**src/rtl/beatmap_scheduler.sv**
```systemverilog
// Beat-paced note scheduler: once per beat, grants one note lane round-robin and
// presents its byte to a ready/valid consumer; beats lost while a note is held are counted.
//
// state     | meaning
// ----------+-----------------------------------------------------------
// IDLE      | not playing; beat counter parked at 0
// WAIT_BEAT | playing, waiting for the next beat_tick
// ARB       | one cycle: pick the next requesting lane after last_grant
// EMIT      | note_valid held until the consumer takes it
module beatmap_scheduler #(
    parameter int          NUM_LANES = 4,
    parameter logic [15:0] BEAT_DIV  = 16'd50000
) (
    input  logic                   clk,
    input  logic                   resetn,
    input  logic                   start,
    input  logic                   stop,
    input  logic [NUM_LANES-1:0]   lane_req,
    input  logic [8*NUM_LANES-1:0] lane_data,
    output logic [NUM_LANES-1:0]   lane_adv,
    output logic                   note_valid,
    input  logic                   note_ready,
    output logic [1:0]             note_lane,
    output logic [7:0]             note_data,
    output logic                   beat_tick,
    output logic                   busy,
    output logic [7:0]             overrun_cnt
);

    typedef enum logic [1:0] {IDLE, WAIT_BEAT, ARB, EMIT} state_t;

    state_t               state;
    logic [15:0]          beat_cnt;
    logic [1:0]           last_grant;
    logic                 found_hi, found_lo, found;
    logic [1:0]           win_hi, win_lo, win;
    logic [7:0]           win_data;
    logic [NUM_LANES-1:0] adv_vec;

    assign busy      = (state != IDLE);
    assign beat_tick = busy && (beat_cnt == BEAT_DIV - 16'd1);

    // Lanes above last_grant win first; otherwise wrap to the lowest requester.
    always_comb begin
        found_hi = 1'b0;
        found_lo = 1'b0;
        win_hi   = 2'd0;
        win_lo   = 2'd0;
        for (int i = 0; i < NUM_LANES; i++) begin
            if (lane_req[i]) begin
                if (i > int'(last_grant) && !found_hi) begin
                    found_hi = 1'b1;
                    win_hi   = 2'(i);
                end
                if (!found_lo) begin
                    found_lo = 1'b1;
                    win_lo   = 2'(i);
                end
            end
        end
        win   = found_hi ? win_hi : win_lo;
        found = found_lo;
    end

    always_comb begin
        win_data = 8'd0;
        adv_vec  = '0;
        for (int i = 0; i < NUM_LANES; i++) begin
            if (2'(i) == win) begin
                win_data   = lane_data[8*i +: 8];
                adv_vec[i] = 1'b1;
            end
        end
    end

    // The advance pulse must never escape while stop or reset is pulling us to IDLE.
    assign lane_adv = (resetn && !stop && state == ARB && found) ? adv_vec : '0;

    always_ff @(posedge clk) begin
        if (!resetn) begin
            state       <= IDLE;
            beat_cnt    <= 16'd0;
            last_grant  <= 2'(NUM_LANES - 1);
            note_valid  <= 1'b0;
            note_lane   <= 2'd0;
            note_data   <= 8'd0;
            overrun_cnt <= 8'd0;
        end else if (stop) begin
            state      <= IDLE;
            beat_cnt   <= 16'd0;
            note_valid <= 1'b0;
        end else begin
            if (state == IDLE || beat_tick)
                beat_cnt <= 16'd0;
            else
                beat_cnt <= beat_cnt + 16'd1;

            case (state)
                IDLE: begin
                    if (start) begin
                        state       <= WAIT_BEAT;
                        overrun_cnt <= 8'd0;
                        last_grant  <= 2'(NUM_LANES - 1);
                    end
                end
                WAIT_BEAT: begin
                    if (beat_tick)
                        state <= ARB;
                end
                ARB: begin
                    if (found) begin
                        note_data  <= win_data;
                        note_lane  <= win;
                        last_grant <= win;
                        note_valid <= 1'b1;
                        state      <= EMIT;
                    end else begin
                        state <= WAIT_BEAT;
                    end
                end
                EMIT: begin
                    if (beat_tick && overrun_cnt != 8'hFF)
                        overrun_cnt <= overrun_cnt + 8'd1;
                    if (note_ready) begin
                        note_valid <= 1'b0;
                        state      <= WAIT_BEAT;
                    end
                end
                default: state <= IDLE;
            endcase
        end
    end

endmodule

```
**config.mk**
```make
export PLATFORM = sky130hd
export DESIGN_NAME = beatmap_scheduler
export DESIGN_NICKNAME = d
export VERILOG_FILES = /design/src/rtl/beatmap_scheduler.sv
export SDC_FILE = /design/constraint.sdc
export NUM_CORES = 1
export LEC_CHECK = 0
export BUFFER_PORTS_ARGS = -buffer_cell sky130_fd_sc_hd__buf_4
export CORE_ASPECT_RATIO = 1.4
export CORE_MARGIN = 8
export CORE_UTILIZATION = 30
export CTS_CLUSTER_DIAMETER = 40
export CTS_CLUSTER_SIZE = 30
export DETAILED_ROUTE_END_ITERATION = 12
export GPL_TIMING_DRIVEN = 0
export HOLD_SLACK_MARGIN = 0.15
export PLACE_DENSITY = 0.56
export SETUP_SLACK_MARGIN = 0.05
export SYNTH_ARGS = -nofsm -noshare
export SYNTH_HDL_FRONTEND = slang
export SYNTH_SLANG_ARGS = --single-unit
```
**constraint.sdc**
```tcl
create_clock -name clk -period 2.2 [get_ports clk]
set_clock_uncertainty 0.1 [all_clocks]
set_input_delay 0.11 -clock clk [delete_from_list [all_inputs] [get_ports clk]]
set_output_delay 0.11 -clock clk [all_outputs]
set_load 0.03 [all_outputs]
```
After elaboration in Yosys (flattened, before gate mapping):

Index checks and enable logic that the tools add are counted.

* register bits: 39
* bits of input ports: 41
* output and inout bits: 25
* logic and storage cells: 97

* $add $sub $neg: 2
* mux-type cells: 46
* reductions and logical operators: 24
* eq/ne operators: 13
* bitwise logic cells: 2
* order comparisons: 3

Operator list (count)
* 2-to-1 mux 8 bit: 6
* 2-to-1 mux 2 bit: 15
* 2-to-1 mux 1 bit: 20
* adder 16 x 1 -> 16 bit (second input constant): 1
* equality test 16 bit (second input constant): 1
* one-hot mux 8 bit (2 select lines): 1
* != test 2 bit (second input constant): 5
* AND reduction 3 bit: 3
* adder 8 x 1 -> 8 bit (second input constant): 1
* != test 8 bit (second input constant): 1
* one-hot mux 2 bit (4 select lines): 1
* AND reduction 4 bit: 2
* nonzero test 2 bit: 4
* logical AND 1 bit: 7
* equality test 2 bit (first input constant): 2
* equality test 2 bit (second input constant): 2
* greater-than comparator 2 bit (first input constant): 2
* logical NOT 2 bit: 2
* 2-to-1 mux 4 bit: 1
* one-hot mux 2 bit (2 select lines): 1
* logical NOT 1 bit: 3
* OR reduction 3 bit: 1
* equality test 1 x 2 -> 1 bit (first input constant): 1
* equality test 2 x 1 -> 1 bit (second input constant): 1
* 5 further kinds: 6

Depth between registers and ports, before layout:

Gate-level depths: netlist of run 1.

* word-level depth: 17
* mapped depth: 7
* mapped depth without buffers: 7

Worst setup path after synthesis of run 1:

OpenSTA, ideal clock, no wires.

* path kind: register -> register
* from: reg beat_cnt[5]
* to: reg beat_cnt[10]
* data required time: 1983 ps
* stages on the path, launching flop included: 6
* period minus slack after synthesis: 2120 ps
* slack: 80 ps
* path buffers: 1
* data arrival time: 1903 ps
* setup time: 117 ps
* path through: dfxtp_1 > or4_4 > or4_1 > nand3_1 > buf_2 > nor2_1

* longest elaborated chain between the ends: 4
* elaborated cells between the ends (all ways): 5
* classes of those cells: add/sub (1); eq/ne (1); reduce/logical (3)

Ends and longest elaborated chain
* start: declaration: RTL line 33 `logic [15:0] beat_cnt;`
* start signal: assignment: RTL line 96 `beat_cnt <= beat_cnt + 16'd1;`
* parallel branches: the longest is 4 deep, another holds adder 16 x 1 -> 16 bit

Parallel ways; which one is timed is not known.
A chain may end at the register's enable or synchronous reset.

Worst setup path in the final report of run 1:

* from: reg beat_cnt[4]
* to: reg overrun_cnt[7]

* longest elaborated chain between the ends: 5

Ends and longest elaborated chain
* equality test 16 bit: RTL line 41 `assign beat_tick = busy && (beat_cnt == BEAT_DIV - 16'd1);`
* logical AND 1 bit: RTL line 41
* logical AND 1 bit: RTL line 122 `if (beat_tick && overrun_cnt != 8'hFF)`
* != test 2 bit (no source line)
* AND reduction 4 bit (no source line)
* end signal: assignment: RTL line 123 `overrun_cnt <= overrun_cnt + 8'd1;`
* end: declaration: RTL line 27 `output logic [7:0] overrun_cnt`

No other way between the ends.

==> results.ini, run 1 <==
[routing]
wl_mm=6.02
route.detailed.drc=0
drt_iter0_drc=87
drt.antenna.violating_nets=0
post_drt_wl_per_cell_um=13.4
met3_length_um=473
dr.max_layer_used=met4
wirelength_met1_mm=2.34
dr_wl_met2_mm=3.12
drt_first_pass_iters=4
via_count=2118
vias_per_cell=4.73

[placement]
placed_cells=399
gp_congestion=0.804
preCtsSetupSlack_ns=-0.225
hpwl_mm=4.38
numPortBuffers=64
dpl_cell_area_um2=2670

[worst_hold_path]
hp-class=primary input to flip-flop

[critical_path]
worst_path_max_delay_cell=or4_4
critical-path-max-stage-delay_ns=0.53
worstPathMaxFanout=5
crit_type=flip-flop to flip-flop
critPathArrivalTime_ns=2.23
required_ns=2.32
crit_path_end_kind=flip-flop
path_cells=or4_4 > o41ai_4 > nand4_2 > or3_1 > a21oi_1
cp-start-kind=flip-flop

[synth]
yosys.area.top_type=dfxtp_1
syn_nets=288
async_flop_share_pct=0
ys_types=42
synthesis.area_um2=2070
synth_top_area_share_pct=37.7
netlist_instances=240
synth-edff-count=0
ys.warnings.count=0
syn_avg_cell_area_um2=8.63
synth-main-ff-cell=dfxtp_1
synth_seq_cells=39
synth_area_leaders=dfxtp_1 (38%), mux2i_1 (8.7%), nor2_1 (7.1%), xor2_1 (4.7%), ha_1 (4.2%)
synth_seq_area_share_pct=37.7

[pwr]
p_sw_mw=0.340
ir_worst_vdd_v=0.000206
p_comb_share_pct=15.8
power_density_nw_per_um2=430
seqPwrFrac_pct=51.0
cellLeakagePower_nw=1.31
p_int_mw=1.06
p_sw_share_pct=24.3
finalPower_mw=1.40
p_clk_share_pct=33.1

[die]
coreArea_um2=6850
start_util_pct=30.2
fp.dieW_um=86.2
die_h_um=114
io_pins=66
rows=36
dieArea_um2=9850

[cells_and_area]
seq_area_um2=783
multi_input_area_um2=1330
layoutNonFillerInstCount=448
final_common_cell=buf_4
syn_to_final_growth_pct=57.0
final_cell_mix=buf_4 (70), nor2_1 (37), dfxtp_1 (37)
finish.utilization_pct=47.5
drive_above_1_share_pct=28.9
nFillCells=680
final_area_um2=3250
antenna_cells=0
layout.nets=400

[clock_tree]
worstSkewPairLatency_ns=0.29
clock-sinks=39
cts_tree=yes
htree_levels=2
ctsRootBufferMaster=clkbuf_8
clkTransAtPathRegs_ns=0.07
clock_path_buffers=2
cts_made_buffers=5

[status]
outcome=finished clean

[timing]
finalHoldViolations=0
timing.fmax_mhz=473
worstMarginPinSlew_ns=0.430
finalSetupViolCount=0
slew-limit-headroom_pct=71.2
fin_ws_ns=0.0856
timing.final.crit_share_pct=96.1
fin_crit_ns=2.11
maxSlewViolCount=0
rsz0062_at_grt=true

[grt]
gr-total-overflow=0
antenna_found_initial=0
grt_pass1_vias=2298
track_usage_pct=13.0
grt_pass1_wl_mm=10.5
grt_max_degree=12

[flow_run]
max_cap_violations=0

logic make-up (layout without fill, tap and decap cells):
kind of cell / count (synthesis) / after routing / synth area share (%)
compound gates: 36 / 36 / 12.8
xor+xnor: 18 / 18 / 7.61
fa+ha+maj: 7 / 7 / 4.23
buf+inv: 14 / 127 / 2.60
flops: 39 / 39 / 37.7
mux: 18 / 18 / 8.70
simple gates: 108 / 108 / 26.3
flip-flops by register name, indices dropped and copies added (netlist names):
signal       count
note_valid       1
overrun_cnt      8
beat_cnt        16
state            2
note_lane        2
note_data        8
last_grant       2
area by class of cell:
type                    count  area share (%)
multi-input cells         187            40.8
repair buffers            105            27.0
flip-flops and latches     39            24.1
well taps                  95            3.66
inverters                  10            1.15
plain buffers               4           0.847
clock inverters             1           0.154
clock buffers               7            2.35
synth_stat cells, types with 2 or more instances:
master    count
dfxtp_1      39
nor2_1       39
nand2_1      23
mux2i_1      18
xor2_1       11
inv_1        10
a21oi_1       9
o21ai_0       8
o221ai_1      8
and3_1        7
ha_1          7
nand3_1       7
xnor2_1       7
nand4_1       5
clkbuf_1      3
nor2b_1       3
nor3_1        3
or4_1         3
and2_1        2
and3b_1       2
and4_1        2
nand2b_1      2
nand4b_1      2
o221a_2       2
power groups by stage:
stage          registers, mW  logic [mW]  clock network, mW
6_report               0.714       0.221              0.464
4_1_cts                0.714       0.213              0.482
2_1_floorplan          0.733      0.0753                  0
3_3_place_gp           0.730       0.157                  0
5_1_grt                0.714       0.242              0.510
3_5_place_dp           0.730       0.159                  0
what timing repair did:
action                                 CTS  global route
gates resized for setup                 13            14
endpoints found under the hold margin   20             0
hold buffers                            34             0
setup buffers                            5             2
pin swaps                                7             3
setup endpoints to repair               28            22
worst paths after layout:
check / start / endpoint / slack [ns] / cells after the start
setup reg to reg: beat_cnt[4]$_SDFF_PP0_ / overrun_cnt[7]$_SDFFE_PN0P_ / 0.09 / 5
hold / removal: note_ready / note_valid$_SDFFE_PP0P_ / 0.19 / 6
hold reg to reg: note_data[3]$_SDFFE_PN0P_ / note_data[3]$_SDFFE_PN0P_ / 0.37 / 2
setup / recovery: beat_cnt[4]$_SDFF_PP0_ / overrun_cnt[7]$_SDFFE_PN0P_ / 0.09 / 5
metal layers:
metal,track usage [%],up-vias
met5,0,-
met3,5.32,8
met4,4.04,0
li1,-,1073
met1,13.2,979
met2,23.3,58
critical path, delay by kind of cell, from the launching register on:
kind               cells  cell delay (ns)
AOI/OAI and AO/OA      2             0.47
DFF                    1             0.35
and+or+nand+nor        3             1.13
stage by stage:
stage | hold WS (ns) | setup TNS [ns]
CTS | 0.183 | 0
floorplan | 0.207 | 0
global route | 0.213 | -0.0266
global placement | 0.302 | -3.79
finish | 0.185 | 0
detailed placement | 0.325 | -3.87
No activity file was read; power rests on OpenSTA's default activity.
==> run 2, diff against run 1 <==
--- a/config.mk
+++ b/config.mk
@@ -15,6 +15,7 @@
 export GPL_TIMING_DRIVEN = 0
 export HOLD_SLACK_MARGIN = 0.15
 export PLACE_DENSITY = 0.56
+export REMOVE_ABC_BUFFERS = 1
 export SETUP_SLACK_MARGIN = 0.05
 export SYNTH_ARGS = -nofsm -noshare
 export SYNTH_HDL_FRONTEND = slang
==> results.ini, run 2 (same netlist as run 1, synthesis figures left out) <==
[status]
outcome=finished clean

[routing]
drt_first_pass_iters=4
post_drt_wl_per_cell_um=13.8
route.detailed.drc=0
drt.antenna.violating_nets=0
via_count=2127
vias_per_cell=4.78
wl_mm=6.13
drt_iter0_drc=83

[placement]
hpwl_mm=4.34
gp_congestion=0.778
preCtsSetupSlack_ns=-0.255
numPortBuffers=65

[timing]
setup_tns_ns=0
slew-limit-headroom_pct=70.5
fin_crit_ns=2.13
timing.fmax_mhz=470
maxSlewViolCount=0
worstMarginPinSlew_ns=0.441
finalHoldViolations=0
fin_ws_ns=0.0732
finalSetupViolCount=0
timing.final.crit_share_pct=96.7
rsz0062_at_grt=true

[cells_and_area]
final_common_cell=buf_4
top_regs=beat_cnt: 16 flops, note_data: 8 flops, overrun_cnt: 8 flops
syn_to_final_growth_pct=56.7
final_cell_mix=buf_4 (70), nor2_1 (37), dfxtp_1 (37)
drive_above_1_share_pct=28.0
layout.nets=397
top_register=beat_cnt
largest_register_ffs=16
antenna_cells=0

[grt]
gr-total-overflow=0
grt_max_degree=18
antenna_found_initial=0
top_usage_layer=met2
track_usage_pct=12.9
grt_pass1_wl_mm=10.4
grt_use_met3_pct=5.17
grt_pass1_vias=2271
use_met1_pct=13.9
gr-usage-met2_pct=22.2

[pwr]
ir_worst_vdd_v=0.000211
power_density_nw_per_um2=434
cellLeakagePower_nw=1.31

[clock_tree]
htree_levels=2
clock-sinks=39
clkTransAtPathRegs_ns=0.07
cts_tree=yes
ctsRootBufferMaster=clkbuf_8
worstSkewPairLatency_ns=0.29
cts_made_buffers=5
clock_path_buffers=2

[critical_path]
critPathTopFamily=simple AND/OR/NAND/NOR gates
required_ns=1.99
path_cells=or4_4 > or4_4 > nor2_4 > buf_6
worstPathMaxFanout=4
crit_path_end_kind=primary output
cpMostUsedCell=or4_4
cp-start-kind=flip-flop
critPathArrivalTime_ns=1.92
crit_buf_inv=1
worst_path_max_delay_cell=or4_4
crit_type=flip-flop to primary output
critical-path-max-stage-delay_ns=0.55

[worst_hold_path]
hp-class=primary input to flip-flop

[die]
fp.dieW_um=86.2
dieArea_um2=9850
die_h_um=114
io_pins=66
coreArea_um2=6850
start_util_pct=30.2
rows=36

[flow_run]
max_cap_violations=0

run 2: cell type report:
cell class / count / area [um^2]
clock buffers: 7 / 76.3
clock inverters: 1 / 5.00
fillers: 673 / 3600
inverters: 10 / 37.5
multi-input cells: 187 / 1330
flip-flops and latches: 39 / 783
well taps: 95 / 119
repair buffers: 106 / 897
run 2: through the flow:
step / std cells / hold WS, ns / util (%) / cell area, um^2 / total power, mW
floorplan: 236 / 0.0862 / - / 2050 / 0.808
global placement: 396 / 0.248 / 38.9 / 2660 / 0.890
detailed placement: 397 / 0.251 / 39.3 / 2690 / 0.894
CTS: 444 / 0.187 / 46.7 / 3200 / 1.42
global route: 445 / 0.223 / 47.4 / 3250 / 1.48
finish: 445 / 0.203 / 47.4 / 3250 / 1.41
run 2: worst min-delay path: stages:
cell and delay, ns:
buf_4 0.12, o41ai_4 0.09, o21ai_0 0.15, a21oi_1 0.07
run 2: per-layer routing:
metal / up-vias / wire length [um]
li1: 1068 / -
met1: 982 / 2450
met2: 68 / 3090
met3: 9 / 479
met4: 0 / 108
met5: - / 0
run 2: repair_timing:
| action | in CTS | in global routing |
|---|---|---|
| setup buffers | 5 | 1 |
| endpoints found under the hold margin | 15 | 0 |
| setup endpoints to repair | 34 | 16 |
| pin swaps | 5 | 0 |
| gates cloned | 0 | 0 |
| resized for setup | 9 | 10 |
| hold buffers | 34 | 0 |
run 2: power by group:
group / switching (mW) / internal (mW)
registers: 0.00477 / 0.709
clock network: 0.244 / 0.223
logic: 0.0966 / 0.132
run 2: worst paths after layout:
kind	end	slack [ns]	cells past startpoint	startpoint
max	beat_tick	0.07	4	beat_cnt[5]$_SDFF_PP0_
min	note_lane[1]$_SDFFE_PN0P_	0.20	4	lane_req[0]
max reg2reg	overrun_cnt[6]$_SDFFE_PN0P_	0.10	6	beat_cnt[5]$_SDFF_PP0_
min reg2reg	beat_cnt[0]$_SDFF_PP0_	0.36	1	beat_cnt[0]$_SDFF_PP0_
==> run 3, diff against run 2 <==
--- a/config.mk
+++ b/config.mk
@@ -5,16 +5,16 @@
 export SDC_FILE = /design/constraint.sdc
 export NUM_CORES = 1
 export LEC_CHECK = 0
-export BUFFER_PORTS_ARGS = -buffer_cell sky130_fd_sc_hd__buf_4
 export CORE_ASPECT_RATIO = 1.4
 export CORE_MARGIN = 8
 export CORE_UTILIZATION = 30
 export CTS_CLUSTER_DIAMETER = 40
 export CTS_CLUSTER_SIZE = 30
 export DETAILED_ROUTE_END_ITERATION = 12
+export DONT_BUFFER_PORTS = 1
 export GPL_TIMING_DRIVEN = 0
 export HOLD_SLACK_MARGIN = 0.15
-export PLACE_DENSITY = 0.56
+export PLACE_DENSITY = 0.47
 export REMOVE_ABC_BUFFERS = 1
 export SETUP_SLACK_MARGIN = 0.05
 export SYNTH_ARGS = -nofsm -noshare
==> results.ini, run 3 (same netlist as run 1, synthesis figures left out) <==
[clock_tree]
worstSkewPairLatency_ns=0.29
cts_made_buffers=5
clock-sinks=39
cts_tree=yes
ctsRootBufferMaster=clkbuf_8
clkTransAtPathRegs_ns=0.08
htree_levels=2
clock_path_buffers=2

[cells_and_area]
final_cell_mix=dlygate4sd3_1 (39), dfxtp_1 (36), nor2_1 (33)
finish.utilization_pct=43.3
nFillCells=722
final_area_um2=2960
top_regs=beat_cnt: 16 flops, note_data: 8 flops, overrun_cnt: 8 flops
syn_to_final_growth_pct=43.0
layoutNonFillerInstCount=396
drive_above_1_share_pct=17.9
layout.nets=348
final_common_cell=dlygate4sd3_1
antenna_cells=0
largest_register_ffs=16
top_register=beat_cnt

[pwr]
power_density_nw_per_um2=465
cellLeakagePower_nw=1.04
finalPower_mw=1.38
ir_worst_vdd_v=0.000318

[placement]
hpwl_mm=4.08
placed_cells=332
dpl_cell_area_um2=2210
gp_congestion=0.762
numPortBuffers=0
preCtsSetupSlack_ns=-0.207

[routing]
dr.max_layer_used=met4
drt_first_pass_iters=4
drt.antenna.violating_nets=0
via_count=1936
post_drt_wl_per_cell_um=15.2
vias_per_cell=4.89
wl_mm=6.01
dr_wl_met2_mm=3.11
met3_length_um=443
route.detailed.drc=0
wirelength_met1_mm=2.41
drt_iter0_drc=39

[grt]
gr-total-overflow=0
track_usage_pct=12.2
grt_max_degree=19
grt_pass1_vias=2007
antenna_found_initial=0
grt_pass1_wl_mm=9.72

[timing]
timing.final.crit_share_pct=95.7
finalSetupViolCount=0
setup_tns_ns=0
slew-limit-headroom_pct=60.3
worstMarginPinSlew_ns=0.594
fin_ws_ns=0.0945
fin_crit_ns=2.11
maxSlewViolCount=0
finalHoldViolations=0
hold_slack_ns=0.135
timing.fmax_mhz=475
rsz0062_at_grt=true

[critical_path]
worstPathMaxFanout=4
timing.rr.start=beat_cnt[5]$_SDFF_PP0_
crit_type=flip-flop to primary output
critPathArrivalTime_ns=1.90
worstSetupStartpoint=beat_cnt[5]$_SDFF_PP0_
reg2reg_depth=6
endpoint=beat_tick
cp-start-kind=flip-flop
r2r_end=overrun_cnt[7]$_SDFFE_PN0P_
required_ns=1.99
crit_path_end_kind=primary output
regToRegSetupSlack_ns=0.12

[flow_run]
max_cap_violations=0

[die]
dieArea_um2=9850
die_h_um=114
start_util_pct=30.2
rows=36
io_pins=66
fp.dieW_um=86.2
coreArea_um2=6850

[status]
outcome=finished clean

[worst_hold_path]
hp-class=primary input to flip-flop

run 3: changes by cell type in the layout (fill, tap and decap cells not counted), sizes merged:
| cell | before | now |
|---|---|---|
| buf | 72 | 18 |
| clkbuf | 7 | 5 |
| dlygate4sd3 | 34 | 39 |
| inv | 10 | 9 |
| clkinvlp | 0 | 3 |
run 3: power breakdown:
| group | total (mW) | internal [mW] | switching (mW) |
|---|---|---|---|
| Clock | 0.483 | 0.221 | 0.263 |
| Combinational | 0.178 | 0.0968 | 0.0812 |
| Sequential | 0.717 | 0.707 | 0.00968 |
| Total | 1.38 | 1.02 | 0.353 |
run 3: worst min-delay path by stage:
| stage | from | end | slack [ns] | depth (start not counted) |
|---|---|---|---|---|
| 6_report | start | overrun_cnt[3]$_SDFFE_PN0P_ | 0.14 | 4 |
| 5_1_grt | start | overrun_cnt[3]$_SDFFE_PN0P_ | 0.16 | 4 |
| 4_1_cts | lane_req[2] | state[1]$_SDFFE_PP0P_ | 0.16 | 4 |
| 3_5_place_dp | resetn | last_grant[1]$_SDFFE_PN1P_ | 0.1 | 1 |
| 3_3_place_gp | resetn | last_grant[1]$_SDFFE_PN1P_ | 0.09 | 1 |
| 2_1_floorplan | resetn | last_grant[0]$_SDFFE_PN1P_ | 0.09 | 1 |
run 3: layer usage:
metal / GRT usage [%] / vias to the layer above
met1: 12.8 / 912
met4: 3.11 / 0
met3: 4.74 / 4
li1: - / 968
met5: 0 / -
met2: 22.1 / 52
run 3: worst max-delay path: stages, from the launching register on:
cell,delay [ns]
dfxtp_2,0.34
or4_4,0.55
or4_4,0.48
nor2_4,0.24
run 3: layout make-up:
class / instances / area, um^2 / area share, %
Inverter: 10 / 41.3 / 1.39
Clock buffer: 5 / 68.8 / 2.32
Clock inverter: 3 / 20.0 / 0.676
Tap cell: 95 / 119 / 4.01
Timing Repair Buffer: 57 / 538 / 18.2
Sequential cell: 39 / 787 / 26.6
Multi-Input combinational cell: 187 / 1390 / 46.9
run 3: timing repair:
| item | 4_1_cts | 5_1_grt |
|---|---|---|
| endpoints found under the hold margin | 37 | 0 |
| hold buffers | 39 | 0 |
| buffers inserted | 7 | 10 |
| resized for setup | 23 | 10 |
| pin swaps | 7 | 9 |
| endpoints found under the setup margin | 37 | 12 |
